[config.mk]
export PLATFORM = sky130hd
export DESIGN_NAME = rggen_handshake_register_common_flat
export DESIGN_NICKNAME = d
export VERILOG_FILES = /design/src/rtl/rggen_handshake_register_common_pkg.sv /design/src/rtl/rggen_handshake_register_common_if.sv /design/src/rtl/rggen_address_decoder.sv /design/src/rtl/rggen_handshake_register_common_controller.sv /design/src/rtl/rggen_mux.sv /design/src/rtl/rggen_handshake_register_common.sv /design/src/flat_wrapper.sv
export SDC_FILE = /design/constraint.sdc
export NUM_CORES = 1
export LEC_CHECK = 0
export CORE_MARGIN = 2
export CORE_UTILIZATION = 37
export CTS_BUF_LIST = sky130_fd_sc_hd__clkbuf_4 sky130_fd_sc_hd__clkbuf_8 sky130_fd_sc_hd__clkbuf_16
export CTS_CLUSTER_DIAMETER = 60
export DETAILED_ROUTE_END_ITERATION = 16
export HOLD_SLACK_MARGIN = 0.03
export PLACE_DENSITY = 0.87
export SYNTH_ARGS = -nofsm -noshare
export SYNTH_HDL_FRONTEND = slang
export SYNTH_SLANG_ARGS = --single-unit
[constraint.sdc]
create_clock -name i_clk -period 4.45 [get_ports i_clk]
set_clock_uncertainty 0.2 [all_clocks]
set_input_delay 0.89 -clock i_clk [delete_from_list [all_inputs] [get_ports i_clk]]
set_output_delay 0.89 -clock i_clk [all_outputs]
set_load 0.02 [all_outputs]
[src/rtl/rggen_handshake_register_common_pkg.sv]
// Shared status/access codes and handshake FSM state type for the
// multi-cycle register front-end.
package rggen_handshake_register_common_pkg;
    typedef enum logic [1:0] {
        RGGEN_OKAY         = 2'b00,
        RGGEN_EXOKAY       = 2'b01,
        RGGEN_SLAVE_ERROR  = 2'b10,
        RGGEN_DECODE_ERROR = 2'b11
    } rggen_status;

    // access[DATA_BIT] = 1 means write; code 2'b00 is never issued by the bus adapter
    localparam int RGGEN_ACCESS_DATA_BIT      = 0;
    localparam int RGGEN_ACCESS_NONPOSTED_BIT = 1;

    localparam logic [1:0] RGGEN_POSTED_WRITE = 2'b01;
    localparam logic [1:0] RGGEN_READ         = 2'b10;
    localparam logic [1:0] RGGEN_WRITE        = 2'b11;

    typedef enum logic [1:0] {
        RGGEN_HANDSHAKE_IDLE    = 2'd0,
        RGGEN_HANDSHAKE_WAIT    = 2'd1,
        RGGEN_HANDSHAKE_RESPOND = 2'd2
    } rggen_handshake_state_e;
endpackage

[src/rtl/rggen_handshake_register_common_if.sv]
// Bus-side (register) and bit-field-side interfaces of a register front-end.
interface rggen_register_if #(
    parameter int ADDRESS_WIDTH = 8,
    parameter int BUS_WIDTH     = 32,
    parameter int VALUE_WIDTH   = BUS_WIDTH
);
    logic                                             valid;
    logic [1:0]                                       access;
    logic [ADDRESS_WIDTH-1:0]                         address;
    logic [BUS_WIDTH-1:0]                             write_data;
    logic [BUS_WIDTH/8-1:0]                           strobe;
    logic                                             active;
    logic                                             ready;
    rggen_handshake_register_common_pkg::rggen_status status;
    logic [BUS_WIDTH-1:0]                             read_data;
    logic [VALUE_WIDTH-1:0]                           value;

    modport master (
        output valid, access, address, write_data, strobe,
        input  active, ready, status, read_data, value
    );
    modport register (
        input  valid, access, address, write_data, strobe,
        output active, ready, status, read_data, value
    );
endinterface

interface rggen_bit_field_if #(
    parameter int WIDTH = 32
);
    logic             read_valid;
    logic             write_valid;
    logic [WIDTH-1:0] mask;
    logic [WIDTH-1:0] write_data;
    logic [WIDTH-1:0] read_data;
    logic [WIDTH-1:0] value;

    modport register (
        output read_valid, write_valid, mask, write_data,
        input  read_data, value
    );
    modport bit_field (
        input  read_valid, write_valid, mask, write_data,
        output read_data, value
    );
endinterface

[src/rtl/rggen_address_decoder.sv]
// Single-word address decoder: aligned address compare qualified by access
// direction and an optional external match.
module rggen_address_decoder #(
    parameter bit               READABLE             = 1'b1,
    parameter bit               WRITABLE             = 1'b1,
    parameter int               WIDTH                = 8,
    parameter int               LSB                  = 2,
    parameter bit [WIDTH-1:0]   ADDRESS              = '0,
    parameter bit               USE_ADDITIONAL_MATCH = 1'b0
)(
    input  logic [WIDTH-1:0] i_address,
    input  logic             i_write,
    input  logic             i_additional_match,
    output logic             o_match
);
    // byte-lane bits below LSB never take part in the compare
    localparam bit [WIDTH-1:0] ALIGN_MASK = ~((WIDTH'(1) << LSB) - WIDTH'(1));

    logic address_match;
    logic access_match;
    logic additional_match;

    assign address_match    = (i_address & ALIGN_MASK) == (ADDRESS & ALIGN_MASK);
    assign access_match     = i_write ? WRITABLE : READABLE;
    assign additional_match = !USE_ADDITIONAL_MATCH || i_additional_match;
    assign o_match          = address_match && access_match && additional_match;
endmodule

[src/rtl/rggen_handshake_register_common_controller.sv]
// Handshake FSM (IDLE -> WAIT -> RESPOND) with a saturating wait counter
// that produces the timeout flag.
module rggen_handshake_register_common_controller
    import rggen_handshake_register_common_pkg::*;
#(
    parameter int TIMEOUT_CYCLES = 0
)(
    input  logic                   i_clk,
    input  logic                   i_rst_n,
    input  logic                   i_request,
    input  logic                   i_bit_field_ready,
    output rggen_handshake_state_e o_state,
    output logic                   o_capture_request,
    output logic                   o_capture_response,
    output logic                   o_timeout
);
    localparam logic [1:0] IDLE    = 2'd0;
    localparam logic [1:0] WAIT    = 2'd1;
    localparam logic [1:0] RESPOND = 2'd2;
    localparam int COUNT_W = ($clog2(TIMEOUT_CYCLES + 1) > 0) ? $clog2(TIMEOUT_CYCLES + 1) : 1;

    logic [1:0]         state;
    logic [COUNT_W-1:0] count;

    assign o_state            = rggen_handshake_state_e'(state);
    assign o_capture_request  = (state == IDLE) && i_request;
    // count is 0 in the first WAIT cycle, so it fires in WAIT cycle TIMEOUT_CYCLES
    assign o_timeout          = (TIMEOUT_CYCLES != 0) && (state == WAIT) &&
                                (count == COUNT_W'(TIMEOUT_CYCLES - 1));
    assign o_capture_response = (state == WAIT) && (i_bit_field_ready || o_timeout);

    always_ff @(posedge i_clk or negedge i_rst_n) begin
        if (!i_rst_n) begin
            state <= IDLE;
            count <= '0;
        end else begin
            case (state)
                IDLE:    if (i_request) state <= WAIT;
                WAIT:    if (i_bit_field_ready || o_timeout) state <= RESPOND;
                default: state <= IDLE;
            endcase
            if (state != WAIT) begin
                count <= '0;
            end else if (count != COUNT_W'(TIMEOUT_CYCLES)) begin
                count <= count + COUNT_W'(1);
            end
        end
    end
endmodule

[src/rtl/rggen_mux.sv]
// One-hot AND-OR multiplexer.
module rggen_mux #(
    parameter int WIDTH   = 32,
    parameter int ENTRIES = 2
)(
    input  logic [ENTRIES-1:0]            i_select,
    input  logic [ENTRIES-1:0][WIDTH-1:0] i_data,
    output logic [WIDTH-1:0]              o_data
);
    always_comb begin
        o_data = '0;
        for (int i = 0; i < ENTRIES; i++) begin
            o_data |= i_data[i] & {WIDTH{i_select[i]}};
        end
    end
endmodule

[src/rtl/rggen_handshake_register_common.sv]
// Register front-end that holds a captured bus request on the bit-field side
// until the bit fields acknowledge (or time out), then returns a registered response.
module rggen_handshake_register_common
    import rggen_handshake_register_common_pkg::*;
#(
    parameter bit                     READABLE             = 1'b1,
    parameter bit                     WRITABLE             = 1'b1,
    parameter int                     ADDRESS_WIDTH        = 8,
    parameter bit [ADDRESS_WIDTH-1:0] OFFSET_ADDRESS       = '0,
    parameter int                     BUS_WIDTH            = 32,
    parameter int                     DATA_WIDTH           = BUS_WIDTH,
    parameter int                     VALUE_WIDTH          = BUS_WIDTH,
    parameter bit                     USE_ADDITIONAL_MATCH = 1'b0,
    parameter int                     TIMEOUT_CYCLES       = 0
)(
    input logic                 i_clk,
    input logic                 i_rst_n,
    rggen_register_if.register  register_if,
    input logic                 i_additional_match,
    rggen_bit_field_if.register bit_field_if,
    input logic                 i_bit_field_ready,
    input logic                 i_bit_field_error
);
    localparam int WORDS     = DATA_WIDTH / BUS_WIDTH;
    localparam int BUS_BYTES = BUS_WIDTH / 8;
    localparam int LSB       = $clog2(BUS_BYTES);

    logic [WORDS-1:0]       match;
    logic [WORDS-1:0]       match_q;
    logic                   active;
    logic                   is_write;
    logic                   write_q;
    logic [BUS_WIDTH-1:0]   strobe_bits;
    logic [DATA_WIDTH-1:0]  mask_next;
    logic [DATA_WIDTH-1:0]  write_data_next;
    logic [DATA_WIDTH-1:0]  mask_q;
    logic [DATA_WIDTH-1:0]  write_data_q;
    logic [BUS_WIDTH-1:0]   selected_data;
    logic [BUS_WIDTH-1:0]   read_data_q;
    rggen_status            status_q;
    rggen_handshake_state_e state;
    logic                   capture_request;
    logic                   capture_response;
    logic                   timeout;

    assign is_write = register_if.access[RGGEN_ACCESS_DATA_BIT];

    for (genvar g = 0; g < WORDS; g++) begin : g_decoder
        rggen_address_decoder #(
            .READABLE             (READABLE),
            .WRITABLE             (WRITABLE),
            .WIDTH                (ADDRESS_WIDTH),
            .LSB                  (LSB),
            .ADDRESS              (ADDRESS_WIDTH'(OFFSET_ADDRESS + g * BUS_BYTES)),
            .USE_ADDITIONAL_MATCH (USE_ADDITIONAL_MATCH)
        ) u_decoder (
            .i_address          (register_if.address),
            .i_write            (is_write),
            .i_additional_match (i_additional_match),
            .o_match            (match[g])
        );
    end

    assign active = |match;

    rggen_handshake_register_common_controller #(
        .TIMEOUT_CYCLES (TIMEOUT_CYCLES)
    ) u_controller (
        .i_clk              (i_clk),
        .i_rst_n            (i_rst_n),
        .i_request          (register_if.valid && active),
        .i_bit_field_ready  (i_bit_field_ready),
        .o_state            (state),
        .o_capture_request  (capture_request),
        .o_capture_response (capture_response),
        .o_timeout          (timeout)
    );

    always_comb begin
        strobe_bits = '0;
        for (int i = 0; i < BUS_BYTES; i++) begin
            strobe_bits[8*i+:8] = {8{register_if.strobe[i]}};
        end
    end

    always_comb begin
        mask_next       = '0;
        write_data_next = '0;
        for (int w = 0; w < WORDS; w++) begin
            if (match[w]) mask_next[w*BUS_WIDTH+:BUS_WIDTH] = strobe_bits;
            if (WRITABLE) write_data_next[w*BUS_WIDTH+:BUS_WIDTH] = register_if.write_data;
        end
    end

    // request capture: IDLE -> WAIT
    always_ff @(posedge i_clk or negedge i_rst_n) begin
        if (!i_rst_n) begin
            match_q      <= '0;
            write_q      <= 1'b0;
            mask_q       <= '0;
            write_data_q <= '0;
        end else if (capture_request) begin
            match_q      <= match;
            write_q      <= is_write;
            mask_q       <= mask_next;
            write_data_q <= write_data_next;
        end
    end

    rggen_mux #(
        .WIDTH   (BUS_WIDTH),
        .ENTRIES (WORDS)
    ) u_read_mux (
        .i_select (match_q),
        .i_data   (bit_field_if.read_data),
        .o_data   (selected_data)
    );

    // response capture: WAIT -> RESPOND; a ready in the timeout cycle wins
    always_ff @(posedge i_clk or negedge i_rst_n) begin
        if (!i_rst_n) begin
            read_data_q <= '0;
            status_q    <= RGGEN_OKAY;
        end else if (capture_response) begin
            if (i_bit_field_ready) begin
                read_data_q <= write_q ? '0 : selected_data;
                status_q    <= i_bit_field_error ? RGGEN_SLAVE_ERROR : RGGEN_OKAY;
            end else begin
                read_data_q <= '0;
                status_q    <= RGGEN_SLAVE_ERROR;
            end
        end
    end

    assign register_if.active    = active;
    assign register_if.ready     = state == RGGEN_HANDSHAKE_RESPOND;
    assign register_if.status    = status_q;
    assign register_if.read_data = read_data_q;
    assign register_if.value     = VALUE_WIDTH'(bit_field_if.value);

    assign bit_field_if.read_valid  = (state == RGGEN_HANDSHAKE_WAIT) && !timeout && !write_q;
    assign bit_field_if.write_valid = (state == RGGEN_HANDSHAKE_WAIT) && !timeout && write_q;
    assign bit_field_if.mask        = mask_q;
    assign bit_field_if.write_data  = write_data_q;

    // at most one word may decode; a miss leaves match all-zero
    assert property (@(posedge i_clk) disable iff (!i_rst_n)
        register_if.valid |-> $onehot0(match));
    assert property (@(posedge i_clk) disable iff (!i_rst_n)
        register_if.valid |-> (register_if.access != 2'b00));
endmodule
[src/flat_wrapper.sv]
// flat-port wrapper written by rule: the top's interface ports become plain ports
module rggen_handshake_register_common_flat import rggen_handshake_register_common_pkg::*;
#(
    parameter bit                     READABLE             = 1'b1,
    parameter bit                     WRITABLE             = 1'b1,
    parameter int                     ADDRESS_WIDTH        = 8,
    parameter bit [ADDRESS_WIDTH-1:0] OFFSET_ADDRESS       = '0,
    parameter int                     BUS_WIDTH            = 32,
    parameter int                     DATA_WIDTH           = BUS_WIDTH,
    parameter int                     VALUE_WIDTH          = BUS_WIDTH,
    parameter bit                     USE_ADDITIONAL_MATCH = 1'b0,
    parameter int                     TIMEOUT_CYCLES       = 0
)
  (i_clk, i_rst_n, i_additional_match, i_bit_field_ready, i_bit_field_error, register_if_valid, register_if_access, register_if_address, register_if_write_data, register_if_strobe, register_if_active, register_if_ready, register_if_status, register_if_read_data, register_if_value, bit_field_if_read_valid, bit_field_if_write_valid, bit_field_if_mask, bit_field_if_write_data, bit_field_if_read_data, bit_field_if_value);
  rggen_register_if #(.ADDRESS_WIDTH(ADDRESS_WIDTH), .BUS_WIDTH(BUS_WIDTH), .VALUE_WIDTH(VALUE_WIDTH)) register_if_i ();
  rggen_bit_field_if bit_field_if_i ();
  input logic i_clk;
  input logic i_rst_n;
  input logic i_additional_match;
  input logic i_bit_field_ready;
  input logic i_bit_field_error;
  input wire logic [$bits(register_if_i.valid)-1:0] register_if_valid;
  input wire logic [$bits(register_if_i.access)-1:0] register_if_access;
  input wire logic [$bits(register_if_i.address)-1:0] register_if_address;
  input wire logic [$bits(register_if_i.write_data)-1:0] register_if_write_data;
  input wire logic [$bits(register_if_i.strobe)-1:0] register_if_strobe;
  output wire logic [$bits(register_if_i.active)-1:0] register_if_active;
  output wire logic [$bits(register_if_i.ready)-1:0] register_if_ready;
  output wire logic [$bits(register_if_i.status)-1:0] register_if_status;
  output wire logic [$bits(register_if_i.read_data)-1:0] register_if_read_data;
  output wire logic [$bits(register_if_i.value)-1:0] register_if_value;
  output wire logic [$bits(bit_field_if_i.read_valid)-1:0] bit_field_if_read_valid;
  output wire logic [$bits(bit_field_if_i.write_valid)-1:0] bit_field_if_write_valid;
  output wire logic [$bits(bit_field_if_i.mask)-1:0] bit_field_if_mask;
  output wire logic [$bits(bit_field_if_i.write_data)-1:0] bit_field_if_write_data;
  input wire logic [$bits(bit_field_if_i.read_data)-1:0] bit_field_if_read_data;
  input wire logic [$bits(bit_field_if_i.value)-1:0] bit_field_if_value;
  assign register_if_i.valid = register_if_valid;
  assign register_if_i.access = register_if_access;
  assign register_if_i.address = register_if_address;
  assign register_if_i.write_data = register_if_write_data;
  assign register_if_i.strobe = register_if_strobe;
  assign register_if_active = register_if_i.active;
  assign register_if_ready = register_if_i.ready;
  assign register_if_status = register_if_i.status;
  assign register_if_read_data = register_if_i.read_data;
  assign register_if_value = register_if_i.value;
  assign bit_field_if_read_valid = bit_field_if_i.read_valid;
  assign bit_field_if_write_valid = bit_field_if_i.write_valid;
  assign bit_field_if_mask = bit_field_if_i.mask;
  assign bit_field_if_write_data = bit_field_if_i.write_data;
  assign bit_field_if_i.read_data = bit_field_if_read_data;
  assign bit_field_if_i.value = bit_field_if_value;
  rggen_handshake_register_common #(.READABLE(READABLE), .WRITABLE(WRITABLE), .ADDRESS_WIDTH(ADDRESS_WIDTH), .OFFSET_ADDRESS(OFFSET_ADDRESS), .BUS_WIDTH(BUS_WIDTH), .DATA_WIDTH(DATA_WIDTH), .VALUE_WIDTH(VALUE_WIDTH), .USE_ADDITIONAL_MATCH(USE_ADDITIONAL_MATCH), .TIMEOUT_CYCLES(TIMEOUT_CYCLES)) u_core (.i_clk(i_clk), .i_rst_n(i_rst_n), .register_if(register_if_i), .i_additional_match(i_additional_match), .bit_field_if(bit_field_if_i), .i_bit_field_ready(i_bit_field_ready), .i_bit_field_error(i_bit_field_error));
endmodule
==> results of run 1 <==
state kept, by name, indices dropped and copies added, names as in the netlist:
register	flops
u_core.register_if.read_data	32
u_core.register_if.status	1
u_core.write_q	1
u_core.match_q	1
u_core.u_controller.o_state	2
u_core.bit_field_if.mask	4
u_core.bit_field_if.write_data	32
metal layers:
layer | vias to the layer above | part of all wire, %
met5 | - | 0
met4 | 0 | 2.6
met3 | 28 | 9.9
met2 | 132 | 50
met1 | 1117 | 37
li1 | 1140 | -
power by group through the flow:
stage | clock network [mW] | registers [mW] | logic, mW
floorplan | 0 | 0.846 | 0.222
global placement | 0 | 0.772 | 0.487
detailed placement | 0 | 0.779 | 0.495
CTS | 0.560 | 0.766 | 0.496
global route | 0.588 | 0.775 | 0.521
finish | 0.538 | 0.765 | 0.490
metrics by stage:
stage	cell area (um^2)	std cells	hold WS, ns	setup slack [ns]	total power [mW]
detailed placement	4748	515	0.2445	0.6456	1.274
finish	4959	531	0.2733	0.6807	1.793
global route	4959	531	0.3081	0.6251	1.884
global placement	4748	515	0.2413	0.6539	1.259
CTS	4959	531	0.2663	0.6397	1.822
floorplan	3306	298	0.2258	1.463	1.068
cell families after synthesis:
logic type / Yosys count / share of synthesized area, %
DFF: 73 / 55.26
AOI/OAI and AO/OA: 33 / 4.996
other: 1 / 0.1134
muxes: 38 / 13.85
and+or+nand+nor: 75 / 9.463
buffers and inverters: 78 / 16.31
layout by cell type, fill, tap and decap left out, drive strengths merged:
master         instances
nor2                   2
nand2                 64
conb                   1
mux2                  38
or3b                   1
nand3b                 1
buf                    6
clkinv                 2
inv                    2
nor2b                  2
clkinvlp               1
nor3                   1
or4                    2
dfrtp                 73
nand2b                 2
clkdlybuf4s50        179
bufinv                 1
clkbuf                12
o21ai                 33
worst min path at each step:
stage / start / to / slack, ns / cells after the start
after global routing: u_core.register_if.read_data[13] / u_core.register_if.read_data[13] / 0.31 / 2
after CTS: u_core.match_q / u_core.match_q / 0.27 / 1
after detailed placement: u_core.match_q / u_core.match_q / 0.24 / 1
final: u_core.match_q / u_core.match_q / 0.27 / 1
after floorplan: u_core.match_q / u_core.match_q / 0.23 / 1
after global placement: u_core.match_q / u_core.match_q / 0.24 / 1
final cells by class:
cell class              count  area, um^2
clock buffers              12       158.9
clock inverters             4       51.30
fillers                   724        3720
inverters                   2       7.507
multi-input cells         147       942.2
flip-flops and latches     73        1827
well taps                 108       135.1
repair buffers            185        1837
==> results.md, run 1 <==
* Worst setup EP type: output port
* Final nets at roughly 530
* Least-Margin Pin Slew at 0.9343 ns
* Die Y at slightly below 100 um
* Fraction of power consumed by sequential logic at a little over two fifths
* Detailed Place HPWL at 5.947 mm
* Most frequent cell on the critical path: clkdlybuf4s50_1
* RR Startpoint: u_core.u_controller.o_state[0]
* Max Cap Violations at 0
* Initial antenna violation count at 0
* Clock-pin slew on the worst setup and hold paths at about 0.07 ns
* Required @ worst endpoint at around 3.4 ns
* Slowest CP cell: clkdlybuf4s50_1
* Critical path start-end classification: primary input to output port
* Netlist Area Pre-Place at between 3000 and 4000 um^2
* Total GRT Usage at between 10% and 20%
* Number of global-route vias before repair at approximately 2,600
* Sw Pwr at 0.5066 mW
* Cells along the critical path: clkdlybuf4s50_1 -> or4_1 -> nor3_1 -> clkdlybuf4s50_1
* Hold WC Path Type: flop to flop
* First-pass DRT Iterations at 4
* Status: finished, final reports clean
* Final clock period utilization by the worst path at 84.70%
* CP Max Fanout at 2
* RSZ-0062 raised after global routing: no
* Cells after synthesis at slightly below 300
* Synthesis-to-layout area growth at 50.00%
* Worst path depth at 4
* Diode count at 0
* Yosys warnings at 0
* Slew Viols, Final at 0
* Initial DRC Count at 32
* Grt total ovfl at 0
* Top-count cell post-synth: dfrtp_1
* Hold_buf cts at 0
* Top Ports at 250
* Leakage at approximately 2.2 nW
* Initial core utilization at between 30% and 40%
* Top cells by count, synth: dfrtp_1 (73), nand2_1 (64), buf_4 (61)
* CTS tree: yes
* Met2 GRT Util at between 20% and 30%
* Pin count of the biggest net entering global routing at 74
* Setup_tns at 0 ns
* Share of flip-flops with an asynchronous set or reset at 100.0%
* Worst path max stage delay at between 0.6 and 0.7 ns
* Post-route ant nets at 0
* Synth Register Bits at 73
* Yosys cell types at 19
* Part of the Yosys area used for sequential elements at 55.26%
* R2R depth at 3
* CTS H-tree depth at 3
* Slew HR at roughly 38%
* Number of synthesized flops with an enable pin at 0
* CP bufs+invs at 2
* Post_cts resized at 0
* DIE WIDTH at around 99 um
* Worst Path Arrival at ~2.7 ns
* Switching share of power at 28.26%
* Finished Core Util at between 50% and 60%
* Clk network pwr share at between 30% and 40%
* Met3 global-route usage at under 10%
* Post-DR wirelength/cell at approximately 15 um
* Ys flop type: dfrtp_1
* Synth area leaders: dfrtp_1 (55%), buf_4 (14%), mux2_2 (10%), nand2_1 (7.3%), o21ai_0 (5.0%)
* Crit path max-delay family: buffers and inverters
* Postcts setup bufs at 0
* Pwr dens at 361.5 nW/um^2
* Crit. Startpoint: register_if_address[3]
* Die ar. at just under 10,000 um^2
* Reg-to-reg endpoint: u_core.bit_field_if.write_data[10]
* CP startpoint kind: primary input
* Syn_nets at just over 400
* Vias per std cell at approximately 4.6
* Power share of the combinational group at 27.3%
* F_max at about 0.27 GHz
* Final wirelength at roughly 8.0 mm
* Final hold vios at 0
* First-pass GRT wire length at 12.66 mm
* Worst Setup EP: register_if_active
* Mean Syn Cell Area at 11.09 um^2
* Layout cells sized above 1 at 14.89%
* Number of port buffers at 180
* Core area at a little under 9000 um^2
* Most Crowded Layer GR: met2
* Gpl congestion at 0.7349
* Period minus WS final at approximately 3.8 ns
* CTS buffer count at 9
* Row Count at 34
* Met1 Track Usage GR at between 10% and 20%
* Peak supply drop at 0.1853 mV
* CTS Sinks at 73
* P_int at approximately 1.3 mW
* Vias at 2,417
* Root Driver: clkbuf_8
* Setup-failing EPs final at 0
* Post-synth top area cell: dfrtp_1
* Reg2Reg Setup Slack at around 2.1 ns
* DRC at 0
* Clk_lat worst skew at 0.33 ns
* Synth top area share at 55.26%
* CTS Buffer Depth at 2
(Power assumes the default switching activity.)
==> inputs of run 2 (changes only) <==
- CORE_UTILIZATION: 37 -> 31
- PLACE_DENSITY: 0.87 -> 0.78
- clock period: 4.45 -> 3.3 ns (I/O delays scaled with it)
==> run 2 against run 1 <==
  * Register-to-register slack worse by 1.1 ns
  * Critical path depth unchanged
  * Sequential share of layout area hardly changed
  * Via count up 1.1%
  * Utilization down 9.1 points
  * Wire length decreased by 1.8%
  * Critical path type unchanged
  * Sequential cell count stayed put
  * Die area grew 19%
  * Largest power group unchanged
  * Cell count rose by 4.7%
  * Clock-buffer cell count rose by 1
  * Sequential power increased by 35%
==> results.md, run 2 (synthesized netlist as in run 1, its figures left out) <==
* Vias at 2,444
* CTS tree: yes
* DRC at 0
* Wire length on met1 at approximately 3 mm
* Worst setup EP type: output port
* CP bufs+invs at 2
* Max Cap Violations at 0
* Reg2Reg Setup Slack at 1.00 ns
* Most common cell after layout, fill and taps aside: clkdlybuf4s50_1
* Post-route ant nets at 0
* Worst slack, placed at about 0.063 ns
* Clock-pin slew on the worst setup and hold paths at around 0.070 ns
* Peak supply drop at 0.2137 mV
* CP Max Fanout at 2
* Number of port buffers at 180
* Gpl congestion at 0.6831
* Initial DRC Count at 67
* CTS H-tree depth at 3
* Critical path start-end classification: primary input to output port
* F_max at 0.3527 GHz
* Pwr dens at between 400 and 500 nW/um^2
* Slew HR at between 30% and 40%
* Setup-failing EPs final at 0
* RSZ-0062 raised after global routing: no
* Final clock period utilization by the worst path at a little under nine tenths
* Period minus WS final at between 2 and 3 ns
* CTS Sinks at 73
* Die Y at roughly 110 um
* Reg-to-reg endpoint: u_core.bit_field_if.write_data[13]
* Die ar. at ~12,000 um^2
* Post-DR wirelength/cell at 14.19 um
* Number of global-route vias before repair at about 2,400
* Worst path max stage delay at about 0.50 ns
* Required @ worst endpoint at between 2 and 2.5 ns
* Diode count at 0
* Root Driver: clkbuf_8
* Initial core utilization at approximately a third
* Vias per std cell at approximately 4.4
* RR Startpoint: u_core.u_controller.o_state[0]
* Crit path max-delay family: buffers and inverters
* Grt total ovfl at 0
* Fill count at 948
* Core area at 10,320 um^2
* Cells along the critical path: clkdlybuf4s50_1 -> or4_1 -> nor3_1 -> dlymetal6s2s_1
* Hold WC Path Type: primary input to asynchronous set/reset pin
* Synthesis-to-layout area growth at 50.15%
* Pin count of the biggest net entering global routing at 74
* Top Ports at 250
* Final wirelength at around 7.9 mm
* Postcts setup bufs at 0
* Top layer used by detailed routing: met4
* Slew Viols, Final at 0
* Hold_buf cts at 0
* Layout cells sized above 1 at 14.29%
* Met2 wire length at roughly 3.9 mm
* Setup_tns at 0 ns
* CP startpoint kind: primary input
* Initial antenna violation count at 0
* Total GRT Usage at roughly 14%
* Setup ws final at about 0.46 ns
* Worst Path Arrival at 1.98 ns
* Commonest cells after routing, fill and taps aside: clkdlybuf4s50_1 (178), dfrtp_1 (73), nand2_1 (64)
* R2R depth at 3
* Sequential cell area at ~1800 um^2
* First-pass DRT Iterations at 4
* CTS buffer count at 9
* Detailed Place HPWL at between 5 and 6 mm
* Leakage at between 2 and 2.5 nW
* Post_cts resized at 0
* DIE WIDTH at ~110 um
* Multi-input logic area at ~940 um^2
* Met3 routed WL at 914 um
* Status: finished, final reports clean
* First-pass GRT wire length at 12.32 mm
* Clk_lat worst skew at ~0.33 ns
* Row Count at 37
* Final nets at approximately 530
* Least-Margin Pin Slew at approximately 0.92 ns
* CTS Buffer Depth at 2
* Slowest CP cell: or4_1
* Final hold vios at 0
[run 2: cell count changes in the layout (fill, tap and decap cells not counted), sizes merged]
cell	change
clkinvlp	-1
dlymetal6s2s	+1
clkdlybuf4s50	-1
buf	-3
clkbuf	+1
[run 2: through the flow]
| step | hold slack, ns | total power, mW | instances | util (%) | cell area [um^2] |
|---|---|---|---|---|---|
| after floorplan | 0.1644 | 1.440 | 298 | - | 3306 |
| after global placement | 0.2415 | 1.698 | 540 | 46.12 | 4761 |
| after detailed placement | 0.2444 | 1.716 | 540 | 46.12 | 4761 |
| after CTS | 0.2661 | 2.442 | 556 | 48.05 | 4961 |
| after global routing | 0.2768 | 2.536 | 556 | 48.08 | 4964 |
| final | 0.2650 | 2.397 | 556 | 48.08 | 4964 |
[run 2: final cells by class]
cell class / count / share of cell area [%]
clock inverters: 3 / 0.8067
repair buffers: 182 / 36.60
well taps: 136 / 3.428
inverters: 2 / 0.1512
flip-flops and latches: 73 / 36.80
multi-input cells: 147 / 18.98
clock buffers: 13 / 3.227
[run 2: worst max-delay path by stage]
| stage | from | end | slack [ns] | cells after the start |
|---|---|---|---|---|
| floorplan | register_if_address[3] | u_core.bit_field_if.mask[7] | 0.70 | 5 |
| global placement | register_if_address[3] | register_if_active | 0.07 | 4 |
| detailed placement | register_if_address[7] | register_if_active | 0.06 | 4 |
| CTS | register_if_address[7] | register_if_active | 0.06 | 4 |
| global route | register_if_address[3] | register_if_active | 0.38 | 4 |
| finish | register_if_address[7] | register_if_active | 0.46 | 4 |
[run 2: layer usage]
| metal | global-route usage [%] | vias up |
|---|---|---|
| met5 | 0 | - |
| met4 | 6.308 | 0 |
| met3 | 5.751 | 22 |
| met2 | 23.60 | 131 |
| met1 | 15.18 | 1154 |
| li1 | - | 1137 |
[run 2: power breakdown]
group / total [mW] / internal, mW / switching, mW
Clock: 0.706 / 0.394 / 0.313
Combinational: 0.660 / 0.358 / 0.302
Sequential: 1.03 / 0.977 / 0.0539
==> RTL change 1: new RTL, settings of run 2 <==
`ADDRESS_WIDTH` is set to 8 in 3 places; all go to 6.
--- a/src/rtl/rggen_handshake_register_common_if.sv
+++ b/src/rtl/rggen_handshake_register_common_if.sv
@@ -1,5 +1,5 @@
 // Bus-side (register) and bit-field-side interfaces of a register front-end.
 interface rggen_register_if #(
-    parameter int ADDRESS_WIDTH = 8,
+    parameter int ADDRESS_WIDTH = 6,
     parameter int BUS_WIDTH     = 32,
     parameter int VALUE_WIDTH   = BUS_WIDTH
--- a/src/rtl/rggen_handshake_register_common.sv
+++ b/src/rtl/rggen_handshake_register_common.sv
@@ -6,5 +6,5 @@
     parameter bit                     READABLE             = 1'b1,
     parameter bit                     WRITABLE             = 1'b1,
-    parameter int                     ADDRESS_WIDTH        = 8,
+    parameter int                     ADDRESS_WIDTH        = 6,
     parameter bit [ADDRESS_WIDTH-1:0] OFFSET_ADDRESS       = '0,
     parameter int                     BUS_WIDTH            = 32,
--- a/src/flat_wrapper.sv
+++ b/src/flat_wrapper.sv
@@ -4,5 +4,5 @@
     parameter bit                     READABLE             = 1'b1,
     parameter bit                     WRITABLE             = 1'b1,
-    parameter int                     ADDRESS_WIDTH        = 8,
+    parameter int                     ADDRESS_WIDTH        = 6,
     parameter bit [ADDRESS_WIDTH-1:0] OFFSET_ADDRESS       = '0,
     parameter int                     BUS_WIDTH            = 32,
Interface: changed (resized register_if_address); port bits go from 250 to 248. No check against the original RTL was run, so the function may have changed too.
==> RTL change 1 against run 2 <==
- worst setup slack lost 140 ps
- synthesized area is essentially flat
- design area grew 0.48%
- wire length shrank 1.3%
- die area is essentially flat
- hold slack lost 58 ps
- sequential cell count is the same
- critical endpoint unchanged
- largest cell class unchanged
- highest routed layer unchanged
Power is not compared: it rests on default switching activity, and its combinational part moved more than twofold at a synthesized area within 25%.
==> RTL change 1: results (changes against run 2) <==
[setup_path]
crit_start = register_if_address[5]
rr_endpoint = u_core.bit_field_if.write_data[6]
critPathArrivalTime_ps = 2110  ; +130 ps
worst_path_largest_cell_delay_ps = 660  ; +160 ps
reg2regPathDepth = 4  ; +1

[grt]
use_met2_pct = 22.7  ; -0.86 points
grtUsageMet1_pct = 14.8  ; -0.33 points
grt_pass1_vias = 2473  ; +1.4%
grt_pass1_wl_um = 12200  ; -1.0%
met3_usage_pct = 5.99  ; +0.24 points

[outcome]
status = complete, no violations

[placed_design]
dp.cells = 539  ; -0.19%
portBuffers = 178  ; -1.1%
dp_hpwl_um = 5830  ; +2.6%
place_ws_ps = 325  ; +261 ps

[synth]
synth_nets = 411  ; -0.72%
synth_cell_type_count = 17  ; -2
synth_compound_area_share_pct = 4.99  ; about the same
postSynthAreaPerCell_um2 = 11.1  ; +0.41%
synth_mux_area_share_pct = 13.8  ; about the same

[sta]
period_minus_slack_ps = 2970  ; +136 ps
tightestPinTransition_ps = 921  ; -0.0175 ps
fin_hold_ws_ps = 207  ; -57.6 ps

[final_layout]
drive_gt1_share_pct = 14.8  ; +0.51 points
final_nets = 528  ; -0.56%

[detailed_routing]
avgRoutedWirePerCell_um = 14.0  ; -1.2%
drt_iter0_markers = 65  ; -3.0%
routed-wl-met2_um = 3780  ; -1.8%
met3WireLength_um = 966  ; +5.7%
drt-vias-per-instance = 4.32  ; -1.7%

## RTL change 1: changes by cell type after synthesis, sizes merged
| cell | before | now |
|---|---|---|
| nor3 | 1 | 0 |
| nor4 | 0 | 1 |
| or4 | 2 | 0 |
| nand3 | 0 | 1 |
| or3b | 1 | 0 |
| nor2 | 2 | 3 |
## RTL change 1: power by group through the flow
stage | combinational, mW | sequential (mW) | clock, mW
3_3_place_gp | 1.34 | 1.23 | 0
2_1_floorplan | 0.536 | 1.48 | 0
3_5_place_dp | 1.35 | 1.25 | 0
5_1_grt | 1.43 | 1.26 | 0.873
6_report | 1.34 | 1.23 | 0.797
4_1_cts | 1.36 | 1.23 | 0.830
## RTL change 1: cell type report
class	instances	area, um2	area share (%)
Sequential cell	73	1830	36.6
Timing Repair Buffer	182	1810	36.3
Multi-Input combinational cell	146	945	18.9
Tap cell	136	170	3.41
Clock buffer	11	151	3.04
Clock inverter	5	77.6	1.56
Inverter	2	7.51	0.151
==> RTL change 2: new RTL, flow settings as in run 2 <==
Without the edit above. Make the reset (`i_rst_n`) synchronous in 3 clocked blocks.
--- a/src/rtl/rggen_handshake_register_common_controller.sv
+++ b/src/rtl/rggen_handshake_register_common_controller.sv
@@ -30,5 +30,5 @@
     assign o_capture_response = (state == WAIT) && (i_bit_field_ready || o_timeout);
 
-    always_ff @(posedge i_clk or negedge i_rst_n) begin
+    always_ff @(posedge i_clk) begin
         if (!i_rst_n) begin
             state <= IDLE;
--- a/src/rtl/rggen_handshake_register_common.sv
+++ b/src/rtl/rggen_handshake_register_common.sv
@@ -94,5 +94,5 @@
 
     // request capture: IDLE -> WAIT
-    always_ff @(posedge i_clk or negedge i_rst_n) begin
+    always_ff @(posedge i_clk) begin
         if (!i_rst_n) begin
             match_q      <= '0;
@@ -118,5 +118,5 @@
 
     // response capture: WAIT -> RESPOND; a ready in the timeout cycle wins
-    always_ff @(posedge i_clk or negedge i_rst_n) begin
+    always_ff @(posedge i_clk) begin
         if (!i_rst_n) begin
             read_data_q <= '0;
Formal check against the unedited RTL: differs if i_rst_n is asserted again (counterexample within 4 cycles, from zero or initial values and one cycle with i_rst_n low); with i_rst_n held inactive, the same outputs for 10 cycles.
==> RTL change 2 against run 2 <==
- design area down 2.6%
- wire length down 2.0%
- worst setup slack worse by 260 ps
- synthesized area down 6.7%
- via count up 3.5%
- fmax down 8.3%
- synthesized cell count up 6.7%
- sequential cell count unchanged
- largest cell class is now buffers
Power is not compared: it rests on default switching activity, and its combinational part moved more than twofold at a synthesized area within 25%.
==> RTL change 2: results (changes against run 2) <==
[outcome]
status = complete, no violations

[synth]
postSynthAreaPerCell_um2 = 9.69  ; -13%
synthAdderAreaFrac_pct = 0  ; unchanged
synth_compound_area_share_pct = 9.58  ; +4.6 points
synth_nets = 434  ; +4.8%
yosysSeqAreaShare_pct = 47.4  ; -7.9 points
async_reset_ff_share_pct = 0  ; -100 points
synth_common_cells = nand2_1 (74), dfxtp_1 (73), buf_4 (63), mux2i_1 (38), a22o_1 (32)
synth_mux_area_share_pct = 12.3  ; -1.5 points
yosys-top-cells-area = dfxtp_1 (47%), buf_4 (15%), mux2i_1 (12%)
synth_cell_type_count = 20  ; +1
synth_ff_type = dfxtp_1

[setup_path]
path_max_fanout = 2  ; unchanged
cp_slowest_cell = or4_4
worst_path_largest_cell_delay_ps = 540  ; +40 ps
r2r_start = u_core.u_controller.o_state[1]
r2r_slack_ps = 1320  ; +320 ps
critPathArrivalTime_ps = 2230  ; +250 ps
rr_endpoint = u_core.register_if.read_data[27]
crit_start = register_if_address[5]

[placed_design]
placed_cell_area_um2 = 4550  ; -4.5%
gp_congestion = 0.752  ; +10%
dp_hpwl_um = 5660  ; -0.40%
place_ws_ps = -106  ; -170 ps
dp.cells = 555  ; +2.8%

[clock_tree]
clk_pin_slew_ps = 70  ; about the same
cts_root_buffer = clkbuf_8

[final_layout]
final_nets = 549  ; +3.4%
areaGrowthSynthToFinish_pct = 56.8
nFillCells = 917  ; -3.3%
drive_gt1_share_pct = 5.94  ; -8.3 points
fin_cells = 571  ; +2.7%

[detailed_routing]
drt_iter0_markers = 59  ; -12%
avgRoutedWirePerCell_um = 13.5  ; -4.6%
drt-vias-per-instance = 4.43  ; +0.76%

[grt]
grt_pass1_vias = 2578  ; +5.7%
antenna_found_initial = 0  ; unchanged
grt_pass1_wl_um = 12700  ; +3.2%
grt_usage_pct = 14.7  ; +0.77 points
grt_max_degree = 78  ; +5.4%

[sta]
maxSlewHeadroom_pct = 23.3  ; -15 points
setup_ws_ps = 209  ; -256 ps

[min_path]
hp-class = flop to flop

-- RTL change 2: worst min path at each step --
stage	cells after the start	endpoint	slack (ps)
after floorplan	1	u_core.match_q	240
after global placement	2	u_core.bit_field_if.write_data[18]	240
after global routing	2	u_core.bit_field_if.write_data[27]	280
after CTS	2	u_core.bit_field_if.write_data[1]	260
final	2	u_core.bit_field_if.write_data[1]	260
after detailed placement	2	u_core.bit_field_if.write_data[1]	250
-- RTL change 2: metal layers --
metal | part of all wire, % | GRT usage (%)
met1 | 41 | 15.5
met2 | 45 | 24.4
met3 | 9.9 | 5.66
met4 | 3.9 | 9.75
met5 | 0 | 0
-- RTL change 2: cell type report --
type                    instances  area (um2)  area share [%]
repair buffers                185        1850            38.2
flip-flops and latches         73        1460            30.2
multi-input cells             162        1060            22.0
clock inverters                 7         166            3.44
well taps                     133         166            3.44
clock buffers                   9         124            2.56
inverters                       2        7.51           0.155
-- RTL change 2: tightest hold or removal path: stages, from the launching register on --
cell,delay [ps]
dfxtp_1,310
nand2_1,50
mux2i_1,50
-- RTL change 2: kinds of logic after synthesis --
| kind of cell | Yosys count |
|---|---|
| and+or+nand+nor | 89 |
| buffers and inverters | 83 |
| AOI/OAI and AO/OA | 34 |
| other | 1 |
| muxes | 38 |
| DFF | 73 |
-- RTL change 2: what timing repair did --
item                                    CTS  global route
hold buffers                              0             0
endpoints found under the setup margin    1             0
gates resized for setup                   1             0
setup buffers                             0             0
-- RTL change 2: where the power goes --
part	internal, mW	switching (mW)
Clock	0.656	0.336
Combinational	0.0961	0.0503
Sequential	0.882	0.00139
Total	1.63	0.387
